`config.mk`:
```
export PLATFORM = sky130hd
export DESIGN_NAME = ssd_scan_ctrl
export DESIGN_NICKNAME = d
export VERILOG_FILES = /design/src/rtl/ssd_pkg.sv /design/src/rtl/hex_to_seg.sv /design/src/rtl/ssd_scan_ctrl.sv
export SDC_FILE = /design/constraint.sdc
export NUM_CORES = 1
export LEC_CHECK = 0
export ABC_AREA = 1
export CORE_MARGIN = 8
export CORE_UTILIZATION = 38
export DETAILED_ROUTE_END_ITERATION = 7
export MAX_ROUTING_LAYER = met4
export PLACE_DENSITY = 0.67
export RECOVER_POWER = 50
export SYNTH_ARGS = -nofsm -noshare
export SYNTH_HDL_FRONTEND = slang
export SYNTH_SLANG_ARGS = --single-unit
export TNS_END_PERCENT = 1
```
`constraint.sdc`:
```
create_clock -name clk -period 2.1 [get_ports clk]
set_clock_uncertainty 0.15 [all_clocks]
set_input_delay 0.315 -clock clk [delete_from_list [all_inputs] [get_ports clk]]
set_output_delay 0.315 -clock clk [all_outputs]
set_load 0.005 [all_outputs]
```
`src/rtl/ssd_pkg.sv`:
```
// Shared constants for the seven-segment scan controller: active-low segment
// patterns (bit0 = a ... bit6 = g) and a width helper for counters.
package ssd_pkg;

    localparam logic [6:0] SEG_HEX_0 = 7'h40;
    localparam logic [6:0] SEG_HEX_1 = 7'h79;
    localparam logic [6:0] SEG_HEX_2 = 7'h24;
    localparam logic [6:0] SEG_HEX_3 = 7'h30;
    localparam logic [6:0] SEG_HEX_4 = 7'h19;
    localparam logic [6:0] SEG_HEX_5 = 7'h12;
    localparam logic [6:0] SEG_HEX_6 = 7'h02;
    localparam logic [6:0] SEG_HEX_7 = 7'h78;
    localparam logic [6:0] SEG_HEX_8 = 7'h00;
    localparam logic [6:0] SEG_HEX_9 = 7'h10;
    localparam logic [6:0] SEG_HEX_A = 7'h08;
    localparam logic [6:0] SEG_HEX_B = 7'h03;
    localparam logic [6:0] SEG_HEX_C = 7'h46;
    localparam logic [6:0] SEG_HEX_D = 7'h21;
    localparam logic [6:0] SEG_HEX_E = 7'h06;
    localparam logic [6:0] SEG_HEX_F = 7'h0E;

    localparam logic [6:0] SEG_BLANK = 7'h7F;
    localparam logic [6:0] SEG_DASH  = 7'h3F;

    // Bits needed to hold 0..n-1, never less than one bit.
    function automatic int clog2w(input int n);
        int w;
        w = 1;
        while ((1 << w) < n) w++;
        return w;
    endfunction

endpackage

```
`src/rtl/hex_to_seg.sv`:
```
// Combinational nibble to active-low seven-segment pattern.
module hex_to_seg
    import ssd_pkg::*;
(
    input  logic [3:0] nibble,
    output logic [6:0] seg
);

    always_comb begin
        seg = SEG_BLANK;
        case (nibble)
            4'h0: seg = SEG_HEX_0;
            4'h1: seg = SEG_HEX_1;
            4'h2: seg = SEG_HEX_2;
            4'h3: seg = SEG_HEX_3;
            4'h4: seg = SEG_HEX_4;
            4'h5: seg = SEG_HEX_5;
            4'h6: seg = SEG_HEX_6;
            4'h7: seg = SEG_HEX_7;
            4'h8: seg = SEG_HEX_8;
            4'h9: seg = SEG_HEX_9;
            4'hA: seg = SEG_HEX_A;
            4'hB: seg = SEG_HEX_B;
            4'hC: seg = SEG_HEX_C;
            4'hD: seg = SEG_HEX_D;
            4'hE: seg = SEG_HEX_E;
            4'hF: seg = SEG_HEX_F;
            default: seg = SEG_BLANK;
        endcase
    end

endmodule

```
`src/rtl/ssd_scan_ctrl.sv`:
```
// Double-buffered multiplexed seven-segment scanner. Loads land in a staging
// set and are committed to the displayed set only at a frame boundary.
module ssd_scan_ctrl
    import ssd_pkg::*;
#(
    parameter int DIGITS   = 4,
    parameter int PRESCALE = 100000
) (
    input  logic                  clk,
    input  logic                  rst_n,
    input  logic [4*DIGITS-1:0]   value_in,
    input  logic [DIGITS-1:0]     dp_in,
    input  logic                  err_in,
    input  logic                  blank_lz,
    input  logic                  load,
    output logic                  load_ack,
    output logic                  frame_tick,
    output logic [DIGITS-1:0]     an,
    output logic [6:0]            seg_out,
    output logic                  dp_out
);

    localparam int PW = clog2w(PRESCALE);
    localparam int IW = clog2w(DIGITS);
    localparam logic [PW-1:0] PRESC_MAX = PW'(PRESCALE - 1);
    localparam logic [IW-1:0] IDX_MAX   = IW'(DIGITS - 1);

    logic [PW-1:0]         presc_q, presc_d;
    logic [IW-1:0]         idx_q, idx_d;
    logic                  pending_q, pending_d;
    logic [4*DIGITS-1:0]   stg_value_q, stg_value_d;
    logic [DIGITS-1:0]     stg_dp_q, stg_dp_d;
    logic                  stg_err_q, stg_err_d;
    logic                  stg_blz_q, stg_blz_d;
    logic [4*DIGITS-1:0]   act_value_q, act_value_d;
    logic [DIGITS-1:0]     act_dp_q, act_dp_d;
    logic                  act_err_q, act_err_d;
    logic                  act_blz_q, act_blz_d;
    logic [DIGITS-1:0]     an_q, an_d;
    logic [6:0]            seg_q, seg_d;
    logic                  dp_q, dp_d;
    logic                  load_ack_q, load_ack_d;
    logic                  frame_tick_q, frame_tick_d;

    logic                  wrap;
    logic                  boundary;
    logic [3:0]            cur_nib;
    logic                  cur_dp;
    logic                  upper_zero;
    logic [6:0]            hex_seg;

    hex_to_seg u_hex_to_seg (
        .nibble (cur_nib),
        .seg    (hex_seg)
    );

    always_comb begin
        presc_d      = presc_q;
        idx_d        = idx_q;
        pending_d    = pending_q;
        stg_value_d  = stg_value_q;
        stg_dp_d     = stg_dp_q;
        stg_err_d    = stg_err_q;
        stg_blz_d    = stg_blz_q;
        act_value_d  = act_value_q;
        act_dp_d     = act_dp_q;
        act_err_d    = act_err_q;
        act_blz_d    = act_blz_q;
        an_d         = '1;
        seg_d        = SEG_BLANK;
        dp_d         = 1'b1;
        cur_nib      = 4'h0;
        cur_dp       = 1'b0;
        upper_zero   = 1'b1;

        wrap         = (presc_q == PRESC_MAX);
        boundary     = wrap && (idx_q == IDX_MAX);
        load_ack_d   = boundary && pending_q;
        frame_tick_d = boundary;

        if (wrap) begin
            presc_d = '0;
            idx_d   = (idx_q == IDX_MAX) ? '0 : idx_q + IW'(1);
        end else begin
            presc_d = presc_q + PW'(1);
        end

        // Commit uses pre-edge staging, so a load landing on the boundary
        // edge is held for the next frame rather than committed early.
        if (boundary && pending_q) begin
            act_value_d = stg_value_q;
            act_dp_d    = stg_dp_q;
            act_err_d   = stg_err_q;
            act_blz_d   = stg_blz_q;
        end

        if (load) begin
            stg_value_d = value_in;
            stg_dp_d    = dp_in;
            stg_err_d   = err_in;
            stg_blz_d   = blank_lz;
            pending_d   = 1'b1;
        end else if (boundary) begin
            pending_d   = 1'b0;
        end

        for (int i = 0; i < DIGITS; i++) begin
            an_d[i] = (idx_q != IW'(i));
            if (idx_q == IW'(i)) begin
                cur_nib = act_value_q[4*i +: 4];
                cur_dp  = act_dp_q[i];
            end
            if ((IW'(i) >= idx_q) && (act_value_q[4*i +: 4] != 4'h0)) begin
                upper_zero = 1'b0;
            end
        end

        if (act_err_q) begin
            seg_d = SEG_DASH;
            dp_d  = 1'b1;
        end else if (act_blz_q && (idx_q != '0) && upper_zero) begin
            seg_d = SEG_BLANK;
            dp_d  = ~cur_dp;
        end else begin
            seg_d = hex_seg;
            dp_d  = ~cur_dp;
        end
    end

    always_ff @(posedge clk or negedge rst_n) begin
        if (!rst_n) begin
            presc_q      <= '0;
            idx_q        <= '0;
            pending_q    <= 1'b0;
            stg_value_q  <= '0;
            stg_dp_q     <= '0;
            stg_err_q    <= 1'b0;
            stg_blz_q    <= 1'b0;
            act_value_q  <= '0;
            act_dp_q     <= '0;
            act_err_q    <= 1'b0;
            act_blz_q    <= 1'b0;
            an_q         <= '1;
            seg_q        <= SEG_BLANK;
            dp_q         <= 1'b1;
            load_ack_q   <= 1'b0;
            frame_tick_q <= 1'b0;
        end else begin
            presc_q      <= presc_d;
            idx_q        <= idx_d;
            pending_q    <= pending_d;
            stg_value_q  <= stg_value_d;
            stg_dp_q     <= stg_dp_d;
            stg_err_q    <= stg_err_d;
            stg_blz_q    <= stg_blz_d;
            act_value_q  <= act_value_d;
            act_dp_q     <= act_dp_d;
            act_err_q    <= act_err_d;
            act_blz_q    <= act_blz_d;
            an_q         <= an_d;
            seg_q        <= seg_d;
            dp_q         <= dp_d;
            load_ack_q   <= load_ack_d;
            frame_tick_q <= frame_tick_d;
        end
    end

    assign an         = an_q;
    assign seg_out    = seg_q;
    assign dp_out     = dp_q;
    assign load_ack   = load_ack_q;
    assign frame_tick = frame_tick_q;

endmodule

```
## Word level (Yosys, flattened, before mapping)

Memories as Yosys holds them, arrays and structs flattened.
Cells that the tools add are included.

- Input port bits: 25
- Output and inout port bits: 14
- Memories kept: 1
- Memory bits (read-only): 112
- Word-level logic and storage cells: 65
- Register bits after elaboration: 78

- Bitwise logic cells: 1
- $add $sub $neg: 2
- Magnitude comparators: 4
- Equality and inequality tests: 7
- Reduce and logical (&&, ||, !) cells: 15
- Muxes and demuxes: 19

Memory list:

| name | words | width | rd ports | clocked after Yosys merged registers in | write ports | RTL line | source |
|---|---|---|---|---|---|---|---|
| (no name shown) | 16 | 7 | 1 | 0 | 0 | hex_to_seg.sv:11 | `case (nibble)` |

Operator list:

| operator | count |
|---|---|
| $add 17x1->17 const B | 1 |
| $eq 17x17->1 const B | 1 |
| $mux 17 | 1 |
| $mux 4 | 4 |
| $reduce_bool 4->1 | 4 |
| $mux 7 | 2 |
| $mux 1 | 11 |
| $logic_and 1x1->1 | 8 |
| $eq 2x2->1 const B | 2 |
| $ge 1x2->1 const A | 2 |
| $ge 2x2->1 const A | 2 |
| $ne 2x2->1 const B | 2 |
| $reduce_bool 2->1 | 2 |
| $add 2x1->2 const B | 1 |
| $eq 2x1->1 const B | 1 |
| $logic_not 2->1 | 1 |
| $mux 2 | 1 |
| $ne 2x1->1 const B | 1 |
| $not 1->1 | 1 |

## Logic depth before layout (Yosys ltp)

Gate-level depths: netlist of run 1.

- Depth in word-level cells: 9
- Gate-level depth with buffers: 15
- Gate-level depth less buffers: 15

## Cells and area by module

Synthesis of run 1 repeated with hierarchy kept, for this count alone.

- Cells, all modules: 471
- Area total of the unflattened synthesis: 3917.5 um^2

By module, submodules not included:

| module | cells each | sequential area each (um^2) | instances | area each (um^2) |
|---|---|---|---|---|
| ssd_scan_ctrl | 422 | 1966.9 | 1 | 3643.5 |
| hex_to_seg | 49 | 0.0 | 1 | 274.0 |

## Least setup slack after synthesis of run 1

Ideal clock, no wire load.

- Kind: flip-flop to flip-flop
- Start: register idx_q[0]
- End: register seg_q[0], in the netlist seg_out[0]
- Path slack: -0.084 ns
- Required time: 1.863 ns
- Data arrival time: 1.946 ns
- Setup time: 0.087 ns
- Cell stages (with the launch flop): 11
- Cells stage by stage: dfrtp_1 ha_1 buf_2 inv_1 o21ai_0 inv_1 ha_1 inv_1 nor2_1 a21oi_1 nand3_1

- Cells in the longest elaborated chain, start to end: 9
- Elaborated cells on any way between the ends: 26
- Those cells by class: order compare: 4; eq/ne: 3; mux: 10; reduce/logical: 8; memory: 1

Ends and longest elaborated chain:

| what | RTL line | source |
|---|---|---|
| from (decl) | ssd_scan_ctrl.sv:29 | `logic [IW-1:0] idx_q, idx_d;` |
| from (signal assigned) | ssd_scan_ctrl.sv:150 | `idx_q <= idx_d;` |
| parallel branches: the longest is 7 deep, another holds $mem_v2 16x7 | - |  |
| $mux 7 * | ssd_scan_ctrl.sv:121 | `end else if (act_blz_q && (idx_q != '0) && upper_zero) begin` |
| $mux 7 * | ssd_scan_ctrl.sv:118 | `if (act_err_q) begin` |
| net seg_d[0] | ssd_scan_ctrl.sv:40 | `logic [6:0] seg_q, seg_d;` |
| to (signal assigned) | ssd_scan_ctrl.sv:161 | `seg_q <= seg_d;` |
| to (decl) | ssd_scan_ctrl.sv:40 |  |

Mark *: on every way through the listed nets, which the timed path passes.
A chain may end at the register's enable or synchronous reset.

## Worst setup path after layout of run 1

- Start: register idx_q[1]
- End: register seg_q[5], in the netlist seg_out[5]

The elaborated chain is that of the path after synthesis.

==> out/qor.csv, run 1 <==
metric;value;unit
status;finished clean;
Top Ports;39;
Cell Rows;36;
GR Overflow Total;0;
final setup violation count;0;
Die Wd;115;microns
async set or reset register ratio after synthesis;100;%
CTS tree;built;
post-synth top area share;44.4;%
clk slew on worst S/H paths;0.09;ns
cell with the most instances after synthesis;nand2_1;
peak supply drop;0.319;mV
Skew-Pair Late Insertion Delay;0.35;ns
syn avg cell area;8.58;sq um
I/O Buffers;38;
Synth Warn #;0;
multi-input logic area;1580;sq um
Switching Power;0.662;mW
drt initial violations;190;
design area;4850;sq um
core box area;9640;sq um
CP required;2.23;ns
Worst-Margin Slew;0.975;ns
#FFs+latches synth;78;
DR vias;3020;
FILL cells;914;
H-Tree Depth;3;
layout cells sized above 1;22.2;%
switch share;22.3;%
LEAKAGE;2.33;nW
Final Core Density;50.3;%
root buf cell;clkbuf_8;
Final nets;536;
RSZ-0062 raised after global routing;yes;
combinational power share;4.3;%
Crit. End Element;flop;
DRC violations left;0;
largest net degree at the start of global routing;50;
die area;13200;sq um
list of most frequent post-synthesis cells;nand2_1 (142), dfrtp_1 (66), inv_1 (61);
crit start category;flop;
post-synthesis cell type count;28;
drt first pass iters;4;
Cells after DPL;607;
Slew Viols, Final;0;
Synth area leader;dfrtp_1;
initial core utilization;38.6;%
Clock power frac;43.3;%
Most used DFF post-synth;dfrtp_1;
relative slew slack;35.0;%
final WL;8480;microns
final period utilization;98.4;%
maximum fanout along the worst path;10;
syn_nets;471;
RD Place Congestion;0.921;
worst hold-check path type;reg2reg;
gr usage total;12.9;%
initial antenna violation count;0;
ant diodes;0;
post-route ant nets;0;
minimum clock period;2.07;ns
Seq/Total Area, Yosys;52.8;%
Netlist Area Pre-Place;3720;sq um
Int Power;2.31;mW
CP Class;reg2reg;
final non-filler cell total;637;
f_max;484;MHz
max-cap viol count;0;
pwr/cell area;613;nW/um^2
clk buf depth;2;
vias in the first global route;3014;
critical path arrival;2.20;ns
wire length per cell;13.3;microns
Area growth syn-to-layout;30.3;%
Seq pwr share;52.4;%
HPWL Detailed;5540;microns
register area;1970;sq um
EDFF count, synth;0;
first-pass GRT wire length;13300;microns
CTS buffer count;9;
die height;115;microns
clk sinks;78;
Tot Pwr;2.97;mW
cells after synthesis;434;
synth top area cells;dfrtp_1 (44%), nand2_1 (14%), dfstp_2 (8.5%);
Fin. Hold Viols;0;
Placed Instance Area;4320;sq um
Avg Vias per Cell;4.74;
-- area by class of cell --
type                            instances  share of cell area, %
Tap cell                              133                   3.43
Inverter                               62                   4.87
Multi-Input combinational cell        283                   32.7
Clock inverter                          6                   1.93
Timing Repair Buffer                   65                   13.7
Clock buffer                           10                   2.84
Sequential cell                        78                   40.6
-- routing by layer --
layer | global-route usage [%] | part of all wire, % | wire length (microns) | vias to the layer above
met4 | 4.82 | 2.5 | 216 | 0
met2 | 20.1 | 47 | 4020 | 88
met5 | - | 0 | 0 | -
met1 | 15.8 | 45 | 3780 | 1419
li1 | - | - | - | 1495
met3 | 3.31 | 5.5 | 463 | 18
-- metrics by stage --
step           hold slack [ns]  setup TNS [ns]  worst slack (ns)
6_report                 0.263               0            0.0342
3_5_place_dp             0.117         -0.0822           -0.0512
3_3_place_gp             0.113               0            0.0665
5_1_grt                  0.292          -0.345           -0.0824
4_1_cts                  0.253               0          0.000502
2_1_floorplan           -0.131               0            0.0744
-- final timing paths --
path	start	end	slack, ns	cells past startpoint
setup / recovery	idx_q[1]	seg_out[5]	0.03	13
hold / removal	act_err_q	seg_out[6]	0.26	1
setup reg to reg	idx_q[1]	seg_out[5]	0.03	13
hold reg to reg	act_err_q	seg_out[6]	0.26	1
max in group asynchronous	rst_n	an[1]	0.65	3
min in group asynchronous	rst_n	presc_q[9]	0.41	2
-- sequential cells by signal (all words and copies together), names as in the netlist, 2 cells and up --
| register | cells |
|---|---|
| stg_dp_q | 4 |
| idx_q | 2 |
| act_value_q | 16 |
| presc_q | 17 |
| act_dp_q | 4 |
| stg_value_q | 16 |
| an | 4 |
| seg_out | 7 |
-- worst max-delay path: stages, from the launching register on --
cell and delay [ns]:
dfrtp_1 0.42, inv_2 0.13, ha_4 0.17, inv_1 0.06, buf_4 0.14, nand3_1 0.08, nand2_1 0.08, nand2_1 0.06
nand2_1 0.14, nand2_4 0.16, inv_1 0.10, o21ai_0 0.17, nand2_1 0.07, nand2_1 0.06
-- timing repair --
item,4_1_cts,5_1_grt
pin swaps,0,8
hold buffers,1,0
setup endpoints to repair,4,29
hold endpoints to repair,19,0
gates cloned,0,4
buffers inserted,2,7
gates resized for setup,5,38
-- logic make-up after synthesis --
family | share of synthesized area, %
xor+xnor | 1.41
flops | 52.8
fa+ha+maj | 4.03
compound gates | 9.61
buf+inv | 8.27
simple gates | 23.8
-- layout by cell type (no fill, tap or decap), types with 2 or more instances in the layout --
cell             instances
a21oi_1                  8
a21oi_2                  4
buf_12                   3
buf_4                   16
buf_6                    4
bufinv_16                2
clkbuf_16                2
clkbuf_8                10
clkdlybuf4s50_1         36
clkinv_4                 2
clkinvlp_4               2
dfrtp_1                 65
dfstp_2                 12
dlygate4sd3_1            2
ha_1                     4
ha_2                     4
ha_4                     4
inv_1                   53
inv_2                    8
nand2_1                137
nand2_2                  4
nand2_4                  4
nand3_1                 19
nand3_2                  2
nand4_1                 11
nor2_1                  21
nor2_2                   3
nor2_4                   2
nor3_1                   4
nor4_1                   2
o211ai_1                 3
o21ai_0                 15
o21ai_2                 20
xor2_1                   6
-- power by group through the flow --
| stage | Sequential (mW) | Clock [mW] | Combinational (mW) |
|---|---|---|---|
| floorplan | 1.58 | 0 | 0.0421 |
| global placement | 1.59 | 0 | 0.131 |
| detailed placement | 1.59 | 0 | 0.134 |
| CTS | 1.56 | 1.31 | 0.135 |
| global route | 1.56 | 1.38 | 0.148 |
| finish | 1.56 | 1.29 | 0.128 |
No activity file was read; power rests on OpenSTA's default activity.
==> inputs of run 2 (changes only) <==
--- a/config.mk
+++ b/config.mk
@@ -6,11 +6,13 @@
 export NUM_CORES = 1
 export LEC_CHECK = 0
 export ABC_AREA = 1
+export CORE_ASPECT_RATIO = 0.75
 export CORE_MARGIN = 8
 export CORE_UTILIZATION = 38
 export DETAILED_ROUTE_END_ITERATION = 7
+export HOLD_SLACK_MARGIN = 0.05
 export MAX_ROUTING_LAYER = met4
-export PLACE_DENSITY = 0.67
+export PLACE_DENSITY = 0.66
 export RECOVER_POWER = 50
 export SYNTH_ARGS = -nofsm -noshare
 export SYNTH_HDL_FRONTEND = slang
==> out/qor.csv, run 2 (synthesis gave the netlist of run 1 again) <==
metric;value;unit;change
Die Wd;130;microns;+13%
CP required;2.21;ns;-0.02 ns
root buf cell;clkbuf_16;;
Final Core Density;51.7;%;+1.3 points
CTS buffer count;9;;unchanged
CP Class;reg2reg;;
Fin. Hold Viols;0;;unchanged
vias in the first global route;3009;;-0.17%
GR Overflow Total;0;;unchanged
critical path arrival;2.22;ns;+0.02 ns
Final nets;541;;+0.93%
gr usage total;13.5;%;+0.55 points
ant diodes;0;;unchanged
minimum clock period;2.11;ns;+0.0421 ns
Skew-Pair Late Insertion Delay;0.34;ns;about the same
wire length per cell;12.8;microns;-4.0%
clk slew on worst S/H paths;0.06;ns;-0.03 ns
FILL cells;907;;-0.77%
routed length on met1;3940;microns;+4.2%
die height;102;microns;-12%
DR vias;2971;;-1.6%
f_max;474;MHz;-2.0%
CTS tree;built;;
initial core utilization;38.9;%;+0.24 points
core box area;9580;sq um;-0.61%
relative slew slack;35.4;%;+0.38 points
clk buf depth;2;;unchanged
RD Place Congestion;0.908;;-1.4%
DRC violations left;0;;unchanged
H-Tree Depth;3;;unchanged
Routed met3 length;325;microns;-30%
final period utilization;100;%;+2.0 points
RSZ-0062 raised after global routing;yes;;
first-pass GRT wire length;13500;microns;+1.7%
Crit. End Element;flop;;
I/O Buffers;38;;unchanged
Avg Vias per Cell;4.63;;-2.2%
Slew Viols, Final;0;;unchanged
Placed Instance Area;4360;sq um;+0.90%
drt first pass iters;5;;+1
max layer used;met4;;
Switching Power;0.702;mW;+6.0%
most common cell after layout, fill and taps aside;nand2_1;;
Clock power frac;50.0;%;+6.7 points
design area;4950;sq um;+2.0%
Seq pwr share;46.2;%;-6.2 points
final WL;8190;microns;-3.4%
Largest regs;presc_q: 17 flops, act_value_q: 16 flops, stg_value_q: 16 flops;;
HPWL Detailed;5930;microns;+7.0%
maximum fanout along the worst path;6;;-4
initial antenna violation count;0;;unchanged
clk sinks;78;;unchanged
Top Ports;39;;unchanged
max-cap viol count;0;;unchanged
Worst-Margin Slew;0.969;ns;-0.00564 ns
Top reg by flops;presc_q;;
worst hold-check path type;reg2reg;;
crit start category;flop;;
pwr/cell area;684;nW/um^2;+12%
violated checks;setup timing;;
switch share;20.7;%;-1.5 points
die area;13300;sq um;+0.25%
commonest cells after routing, fill and taps aside;nand2_1 (135), dfrtp_1 (66), inv_1 (54);;
drt initial violations;147;;-23%
largest net degree at the start of global routing;46;;-8.0%
Largest register FFs;17;;unchanged
PnR worst setup slack;-0.00788;ns;-0.0421 ns
WL met2;3770;microns;-6.3%
final setup TNS;-0.00788;ns;-0.00788 ns
LEAKAGE;2.37;nW;+1.6%
Int Power;2.68;mW;+16%
post-route ant nets;0;;unchanged
Area growth syn-to-layout;32.9;%;
peak supply drop;0.538;mV;+69%
status;complete, but fails checks;;
layout cells sized above 1;23.0;%;+0.76 points
Cell Rows;31;;-14%
combinational power share;3.8;%;-0.5 points
final setup violation count;1;;+1
run 2: layer usage:
metal	GRT usage, %	up-vias
li1	-	1500
met1	16.3	1393
met2	20.8	63
met3	4.05	15
met4	5.16	0
met5	-	-
run 2: path summary, 6_finish.rpt:
path / start / end / slack (ns) / cells after the start
worst min-delay path: act_err_q / seg_out[6] / 0.26 / 1
worst max-delay path: idx_q[0] / seg_out[0] / -0.008 / 10
worst max register to register: idx_q[0] / seg_out[0] / -0.008 / 10
min in group asynchronous: rst_n / presc_q[12] / 0.50 / 2
max in group asynchronous: rst_n / act_value_q[2] / 0.40 / 3
worst min register to register: act_err_q / seg_out[6] / 0.26 / 1
run 2: per-stage QoR:
stage | power, mW | hold WS, ns | worst slack (ns) | instances
finish | 3.39 | 0.262 | -0.00788 | 641
CTS | 3.44 | 0.259 | 0.00199 | 630
global route | 3.52 | 0.284 | -0.0863 | 641
floorplan | 1.63 | -0.131 | 0.0744 | 434
detailed placement | 1.72 | 0.158 | -0.0783 | 613
global placement | 1.72 | 0.159 | 0.0700 | 613
run 2: layout make-up:
cell class	instances	area (sq um)	share of cell area, %
multi-input cells	283	1610	32.4
flip-flops and latches	78	1970	39.7
inverters	62	235	4.75
repair buffers	70	644	13.0
clock buffers	10	239	4.83
well taps	132	165	3.34
clock inverters	6	92.6	1.87
run 2: power groups by stage:
| stage | clock [mW] | combinational (mW) | sequential [mW] |
|---|---|---|---|
| after floorplan | 0 | 0.0421 | 1.58 |
| after global placement | 0 | 0.132 | 1.59 |
| after detailed placement | 0 | 0.136 | 1.59 |
| after CTS | 1.74 | 0.138 | 1.56 |
| after global routing | 1.80 | 0.150 | 1.57 |
| final | 1.69 | 0.129 | 1.56 |
run 2: critical path, cell delays in order, from the launching register on:
cell and delay (ns):
dfrtp_1 0.44, buf_4 0.16, ha_2 0.24, inv_1 0.09, o21ai_4 0.24, inv_2 0.12
ha_4 0.19, buf_4 0.13, buf_4 0.12, nand2_1 0.07, nand3_1 0.08
run 2: repair_timing:
action                     in CTS  in global routing
hold endpoints to repair       33                  0
resized for setup               7                 36
pin swaps                       0                 13
setup buffers                   0                 11
setup endpoints to repair       4                  8
hold buffers                    1                  0
==> inputs of run 3 (changes only) <==
--- a/config.mk
+++ b/config.mk
@@ -12,8 +12,7 @@
 export DETAILED_ROUTE_END_ITERATION = 7
 export HOLD_SLACK_MARGIN = 0.05
 export MAX_ROUTING_LAYER = met4
-export PLACE_DENSITY = 0.66
-export RECOVER_POWER = 50
+export PLACE_DENSITY = 0.64
 export SYNTH_ARGS = -nofsm -noshare
 export SYNTH_HDL_FRONTEND = slang
 export SYNTH_SLANG_ARGS = --single-unit
==> constraint.sdc (replaced) <==
create_clock -name clk -period 2 [get_ports clk]
set_clock_uncertainty 0.15 [all_clocks]
set_input_delay 0.3 -clock clk [delete_from_list [all_inputs] [get_ports clk]]
set_output_delay 0.3 -clock clk [all_outputs]
set_load 0.005 [all_outputs]
==> out/qor.csv, run 3 (synthesis gave the netlist of run 1 again) <==
metric;value;unit;change
status;finished clean;;
peak supply drop;0.418;mV;-22%
final WL;8070;microns;-1.5%
Largest regs;presc_q: 17 flops, act_value_q: 16 flops, stg_value_q: 16 flops;;
Largest register FFs;17;;unchanged
core box area;9580;sq um;unchanged
Crit. End Element;flop;;
CP Class;reg2reg;;
CP required;2.10;ns;-0.11 ns
Fin. Hold Viols;0;;unchanged
min-delay src;act_err_q;;
I/O Buffers;38;;unchanged
pwr/cell area;717;nW/um^2;+4.7%
Top reg by flops;presc_q;;
R2R Path Start;idx_q[0];;
H-Tree Depth;3;;unchanged
maximum fanout along the worst path;4;;-2
Final nets;540;;-0.18%
Area growth syn-to-layout;32.6;%;
clk sinks;78;;unchanged
worst reg2reg endpoint;seg_out[0];;
final setup violation count;0;;-1
Cells after DPL;622;;+1.5%
first-pass GRT wire length;14200;microns;+5.0%
Worst-Margin Slew;0.464;ns;-0.505 ns
max-cap viol count;0;;unchanged
critical path arrival;2.10;ns;-0.12 ns
minimum clock period;1.99;ns;-0.113 ns
DRC violations left;0;;unchanged
vias in the first global route;3092;;+2.8%
r2r setup slk;0.005;ns;about the same
Final Core Density;51.5;%;-0.14 points
final period utilization;99.7;%;-0.64 points
post-route ant nets;0;;unchanged
Min-Delay Endpoint;seg_out[6];;
crit start category;flop;;
RD Place Congestion;0.942;;+3.7%
gr usage total;14.3;%;+0.80 points
drt initial violations;197;;+34%
drt first pass iters;7;;+2
wire length per cell;12.6;microns;-1.3%
Tot Pwr;3.54;mW;+4.5%
Top Ports;39;;unchanged
final non-filler cell total;640;;-0.16%
root buf cell;clkbuf_16;;
HPWL Detailed;6000;microns;+1.3%
Avg Vias per Cell;4.64;;+0.12%
LEAKAGE;2.37;nW;about the same
commonest cells after routing, fill and taps aside;nand2_1 (137), dfrtp_1 (65), inv_1 (51);;
CTS tree;built;;
clk buf depth;2;;unchanged
relative slew slack;69.1;%;+34 points
most common cell after layout, fill and taps aside;nand2_1;;
die area;13300;sq um;unchanged
ant diodes;0;;unchanged
initial antenna violation count;0;;unchanged
Slew Viols, Final;0;;unchanged
GR Overflow Total;0;;unchanged
clk slew on worst S/H paths;0.06;ns;about the same
hold-critical path depth;1;;unchanged
Skew-Pair Late Insertion Delay;0.34;ns;about the same
RSZ-0062 raised after global routing;yes;;
Die Wd;130;microns;unchanged
layout cells sized above 1;23.4;%;+0.44 points
Cell Rows;31;;unchanged
f_max;501;MHz;+5.7%
cell depth of the worst flop-to-flop path;15;;+5
DR vias;2970;;-0.034%
largest net degree at the start of global routing;46;;unchanged
CTS buffer count;9;;unchanged
initial core utilization;38.9;%;unchanged
die height;102;microns;unchanged
worst hold-check path type;reg2reg;;
run 3: layout make-up:
cell class / count / area [sq um]
sequential: 78 / 1970
multi-input combinational: 283 / 1600
clock buffer: 11 / 243
clock inverter: 5 / 82.6
inverter: 62 / 233
tap: 132 / 165
timing repair buffer: 69 / 646
fill: 893 / 4650
run 3: how the worst max path moves through the flow:
stage,from,endpoint,cells past startpoint
2_1_floorplan,idx_q[1],seg_out[6],15
3_3_place_gp,idx_q[0],seg_out[0],11
3_5_place_dp,idx_q[0],seg_out[6],15
4_1_cts,idx_q[0],seg_out[3],15
5_1_grt,idx_q[0],seg_out[0],15
6_report,idx_q[0],seg_out[0],15
run 3: metrics by stage:
step | setup slack, ns | hold slack, ns | setup TNS (ns) | instance area [sq um]
2_1_floorplan | -0.0256 | -0.146 | -0.0598 | 3730
3_3_place_gp | 0.00411 | 0.136 | 0 | 4440
3_5_place_dp | -0.112 | 0.137 | -0.423 | 4440
4_1_cts | 0.00105 | 0.230 | 0 | 4830
5_1_grt | -0.117 | 0.265 | -1.02 | 4930
6_report | 0.00532 | 0.240 | 0 | 4930
run 3: layer usage:
metal | GRT usage, % | vias up | share of wire (%)
met5 | - | - | 0
met4 | 6.49 | 0 | 2.6
met3 | 4.47 | 17 | 3.6
met2 | 21.3 | 52 | 46
met1 | 17.4 | 1396 | 48
li1 | - | 1505 | -
run 3: what timing repair did:
action / 4_1_cts / 5_1_grt
endpoints found under the hold margin: 31 / 0
gates cloned: 0 / 0
gates resized for setup: 20 / 25
hold buffers: 1 / 0
endpoints found under the setup margin: 6 / 29
buffers inserted: 0 / 1
pin swaps: 1 / 8
run 3: power breakdown:
| group | internal (mW) | switching, mW | leakage (nW) | total, mW |
|---|---|---|---|---|
| Sequential | 1.62 | 0.0221 | 0.986 | 1.64 |
| Combinational | 0.0682 | 0.0709 | 1.22 | 0.139 |
| Clock | 1.13 | 0.628 | 0.160 | 1.76 |
| Total | 2.82 | 0.721 | 2.37 | 3.54 |
run 3: critical path: stages (launching register included):
cell	delay, ns
dfrtp_2	0.42
inv_2	0.07
ha_4	0.16
inv_2	0.08
nor2_4	0.04
nand2_1	0.05
nand2_1	0.05
nand2_1	0.06
nand2_2	0.06
o21ai_4	0.09
inv_2	0.11
ha_4	0.18
inv_2	0.06
nor2_1	0.04
a21oi_1	0.18
nand3_1	0.10
==> variant 1, RTL diff (flow settings as in run 1) <==
The parameter `PRESCALE` goes from 100000 to 200000.
--- a/src/rtl/ssd_scan_ctrl.sv
+++ b/src/rtl/ssd_scan_ctrl.sv
@@ -4,7 +4,7 @@
     import ssd_pkg::*;
 #(
     parameter int DIGITS   = 4,
-    parameter int PRESCALE = 100000
+    parameter int PRESCALE = 200000
 ) (
     input  logic                  clk,
     input  logic                  rst_n,
Behaviour: no difference found for any inputs over 10 cycles, from zero or initial values and one cycle with rst_n low; that may be too few to reach the edited logic, so the function may still have changed.
==> variant 1 against run 1 <==
  * Critical path depth unchanged
  * Worst hold slack improved by 0.0055 ns
  * Clock power is 3% lower
  * Area after synthesis rose by 4.0%
  * Wire length down 7.0%
  * Sequential cell count rose by 1
  * Cell count increased by 1.4%
  * Worst setup slack better by 0.014 ns
  * Utilization down 1.6 points
  * Power decreased by 0.44%
  * Final area rose by 1.3%
  * Critical path type unchanged
  * Largest power group unchanged
  * Highest routed layer unchanged
==> variant 1: results <==
[placement]
gp_congestion = 0.9533
dpl_cell_area_mm2 = 0.004492
dp_hpwl_um = 5681
placed_cells = 625
portBuffers = 38

[power]
ir_drop_mv = 0.3537
power_leakage_nw = 2.574

[final_layout]
nNetsFinal = 543
diodes = 0
reg.largest.list = presc_q (18), act_value_q (16), stg_value_q (16)
drive_above_1_share_pct = 22.16
fillCellCount = 975

[routing]
viasPerCell = 4.509
wl_per_cell_um = 12.21
vias = 2913
drtIter0Drc = 110
firstDrtPassIters = 4

[critical_path]
r2r_cells = 13
slowest_delay_ns = 0.44
cp_top_family = simple AND/OR/NAND/NOR gates
worstSetupEndpoint = seg_out[6]
r2r_setup_slack_ns = 0.05
arrival_ns = 2.19
cp_max_fo = 7
slowest_stage = dfrtp_2
reg2reg_from = idx_q[0]
start_kind = flip-flop

[synthesis]
ys_async_sr_fraction_pct = 100.0
synth-main-ff-cell = dfrtp_1
synth_nets = 482
synthCells = 445
synth_area_leaders = dfrtp_1 (43%), nand2_1 (9.4%), inv_1 (9.2%)
ys_warn_count = 0
synth_commonest_cells = nand2_1 (97), inv_1 (95), dfrtp_1 (67), nor2_1 (24), o21ai_0 (23)
post_synth_num_cell_types = 35
synth-edff-count = 0
synth-seq-area-share_pct = 51.45

[global_route]
antenna_found_initial = 0
grt_pass1_wl_um = 13660
grt_max_degree = 51
grt_util_all_layers_pct = 13.00
first_global_vias = 3010

[status]
status = completed

[clocking]
clock_latency_ns = 0.36
cts_root_buf = clkbuf_8
numCtsBuffers = 9
cts_htree_levels = 3
cts.clk_slew.worst_paths_ns = 0.09
clk_path_buf_depth = 2

[min_path]
min_from = act_err_q
hold_path.class = flip-flop to flip-flop

[sta]
timing.hold.ws_ns = 0.2681
worst_pin_slew_ns = 0.7651
## variant 1: cell count changes after synthesis, sizes merged, moves of 2 or more
cell,change
nand2,-43
nor3,-2
a21oi,+3
nand4,-3
mux2,+6
inv,+37
o21bai,+2
nand3,-2
o21ai,+10
## variant 1: what timing repair did
| action | 4_1_cts | 5_1_grt |
|---|---|---|
| hold buffers | 1 | 0 |
| buffers inserted | 1 | 4 |
| pin swaps | 1 | 13 |
| gates resized for setup | 9 | 38 |
| hold endpoints to repair | 18 | 0 |
| setup endpoints to repair | 4 | 17 |
| gates cloned | 0 | 0 |
## variant 1: layout make-up
cell class                 instances  area share [%]
clock buffer                       9           2.521
clock inverter                     6           1.884
inverter                         100           7.869
multi-input combinational        256           31.88
sequential                        79           40.57
tap                              136           3.463
timing repair buffer              60           11.82
## variant 1: logic make-up after synthesis
family / Yosys count / synth area share [%]
and+or+nand+nor: 161 / 19.26
buffers and inverters: 110 / 11.73
DFF: 79 / 51.45
AOI/OAI and AO/OA: 70 / 10.34
adders and majority gates: 12 / 3.878
xor gates and xnor gates: 7 / 1.584
muxes: 6 / 1.745
## variant 1: metrics by stage
stage	utilization, %	TNS (ns)	setup slack (ns)
after floorplan	-	-0.01012	-0.01012
after global placement	44.51	0	0.07027
after detailed placement	44.51	-0.07307	-0.02850
after CTS	47.06	0	0.006875
after global routing	48.69	-0.3344	-0.07978
final	48.69	0	0.04788
## variant 1: worst reg2reg max path, stage by stage (launching register included)
cell     delay, ns
dfrtp_2       0.44
inv_4         0.07
buf_12        0.12
ha_4          0.17
inv_1         0.09
nand2_1       0.07
nand2_1       0.10
nand2_4       0.10
inv_2         0.09
ha_2          0.18
nand3_2       0.10
nand2_1       0.09
nand2_1       0.07
a21oi_2       0.14
## variant 1: where the power goes
| group | switching (mW) | total (mW) | internal [mW] |
|---|---|---|---|
| registers | 0.0262 | 1.59 | 1.56 |
| logic | 0.0611 | 0.127 | 0.0661 |
| clock network | 0.576 | 1.25 | 0.671 |
## variant 1: how the worst min path moves through the flow
stage	end	cells past startpoint
CTS	act_value_q[14]	2
global route	seg_out[6]	1
finish	seg_out[6]	1
detailed placement	presc_q[10]	1
global placement	presc_q[11]	1
floorplan	act_blz_q	0
## variant 1: metal layers
layer | vias up | part of all wire (%) | track usage, %
met5 | - | 0 | -
met4 | 0 | 2.2 | 5.887
met3 | 16 | 4.3 | 3.335
met2 | 57 | 46 | 20.15
met1 | 1345 | 47 | 15.72
li1 | 1495 | - | -
==> variant 2, RTL diff (settings of run 1) <==
Made on the original files. Put one more register stage on the output `seg_out`, cleared by the reset. The value now appears one clock later. The other outputs are not delayed to match.
--- a/src/rtl/ssd_scan_ctrl.sv
+++ b/src/rtl/ssd_scan_ctrl.sv
@@ -166,7 +166,13 @@
     end
 
     assign an         = an_q;
-    assign seg_out    = seg_q;
+    always_ff @(posedge clk or negedge rst_n) begin
+        if (!rst_n) begin
+            seg_out <= '0;
+        end else begin
+            seg_out <= seg_q;
+        end
+    end
     assign dp_out     = dp_q;
     assign load_ack   = load_ack_q;
     assign frame_tick = frame_tick_q;
Behaviour: not the same (a bounded check fails within 4 cycles, from zero or initial values and one cycle with rst_n low).
==> variant 2 against run 1 <==
  * First-iteration DRC count fell by 19%
  * Sequential cell count rose by 7
  * Via count fell by 3.6%
  * Area after synthesis rose by 5.0%
  * Worst setup slack got worse by 0.016 ns
  * Final area fell by 0.52%
  * Power barely moved
  * Utilization fell by 2.7 points
  * Wire length fell by 9.1%
  * Critical path type unchanged
  * Critical endpoint is now seg_q[6]
  * Largest cell class unchanged
==> variant 2: results <==
[synthesis]
synth-main-ff-cell = dfrtp_1
synth-xor-area-share_pct = 1.345
synth_mux_area_share_pct = 0
ys_warn_count = 0
synth_nets = 478
synthAdderAreaFrac_pct = 3.842
post_synth_num_cell_types = 30
synth-compound-area-share_pct = 9.158
synth_area_leaders = dfrtp_1 (47%), nand2_1 (14%), dfstp_2 (8.1%)
synth_commonest_cells = nand2_1 (142), dfrtp_1 (73), inv_1 (59), nor2_1 (23), nand3_1 (20)
synth-seq-area-share_pct = 54.82

[sta]
worst_pin_slew_ns = 0.9851

[critical_path]
reg2reg_from = idx_q[0]
slowest_delay_ns = 0.47
slowest_stage = dfrtp_2
cp_max_fo = 4
r2r_setup_slack_ns = 0.02
critical_path_class = flip-flop to flip-flop
worstSetupEndpoint = seg_q[6]
cp_top_family = simple AND/OR/NAND/NOR gates
r2r_cells = 15

[power]
ir_drop_mv = 0.4136
power_leakage_nw = 2.338
finalPower_mw = 2.976

[placement]
gp_congestion = 0.9010
dp_hpwl_um = 5689
portBuffers = 38
dpl_cell_area_mm2 = 0.004522

[clocking]
clk_path_buf_depth = 2
cts_root_buf = clkbuf_8
cts.clk_slew.worst_paths_ns = 0.09
cts_htree_levels = 3
ctsResizeCount = 8
post_cts_buffers = 1
clock_latency_ns = 0.36
hold_buffers = 1
numCtsBuffers = 9

[global_route]
grt_util_all_layers_pct = 11.94
grt_pass1_wl_um = 13280
grt_max_degree = 49
first_global_vias = 2966
antenna_found_initial = 0

[final_layout]
fillCellCount = 1015
diodes = 0
largest_register_ffs = 17
nNetsFinal = 534
drive_above_1_share_pct = 19.12
reg.largest.list = presc_q (17), act_value_q (16), stg_value_q (16)

[routing]
firstDrtPassIters = 5
routed_wl_um = 7713
vias = 2912
drtIter0Drc = 154

[status]
status = completed

[min_path]
hold_depth = 0
min_from = seg_q[4]
hold_path.class = flip-flop to flip-flop
min_to = seg_out[4]
==> variant 2: metrics by stage <==
step                setup WS, ns  cells  util [%]  hold slack [ns]  setup TNS, ns
finish                   0.01856    638     47.60           0.2456              0
global route            -0.09564    638     47.60           0.2563        -0.4181
CTS                      0.01076    637     46.85           0.1456              0
detailed placement      -0.09036    619     44.60         0.007379        -0.2511
global placement         0.04641    619     44.60         0.007851              0
floorplan                0.07458    441         -          -0.1306              0
==> variant 2: where the power goes <==
part           leakage (nW)  internal [mW]  switching [mW]
Sequential             1.08           1.67          0.0208
Clock                0.0977          0.560           0.594
Combinational          1.16         0.0585          0.0679
==> variant 2: worst reg2reg max path, cell delays in order, from the launching register on <==
cell and delay (ns):
dfrtp_2 0.47, inv_4 0.09, ha_4 0.14, inv_1 0.06, nor2_2 0.13, nand2_1 0.06
nand2_1 0.06, nand2_1 0.06, nand2_2 0.07, o21ai_4 0.07, inv_2 0.07, ha_2 0.19
nand3_2 0.10, nand2_1 0.10, nand2_1 0.07, a21oi_2 0.13
==> variant 2: layout make-up <==
cell class | instances | share of cell area, %
Multi-Input combinational cell | 283 | 32.38
Sequential cell | 85 | 44.41
Inverter | 62 | 4.874
Clock inverter | 6 | 1.426
Clock buffer | 10 | 2.645
Tap cell | 136 | 3.526
Timing Repair Buffer | 56 | 10.73
==> variant 2: layer usage <==
layer / wire length [um] / share of wire [%] / vias to the layer above / track usage (%)
met3: 324 / 4.2 / 13 / 3.693
met1: 3736 / 48 / 1345 / 14.56
met4: 172 / 2.2 / 0 / 5.839
met2: 3479 / 45 / 62 / 17.61
met5: 0 / 0 / - / -
li1: - / - / 1492 / -
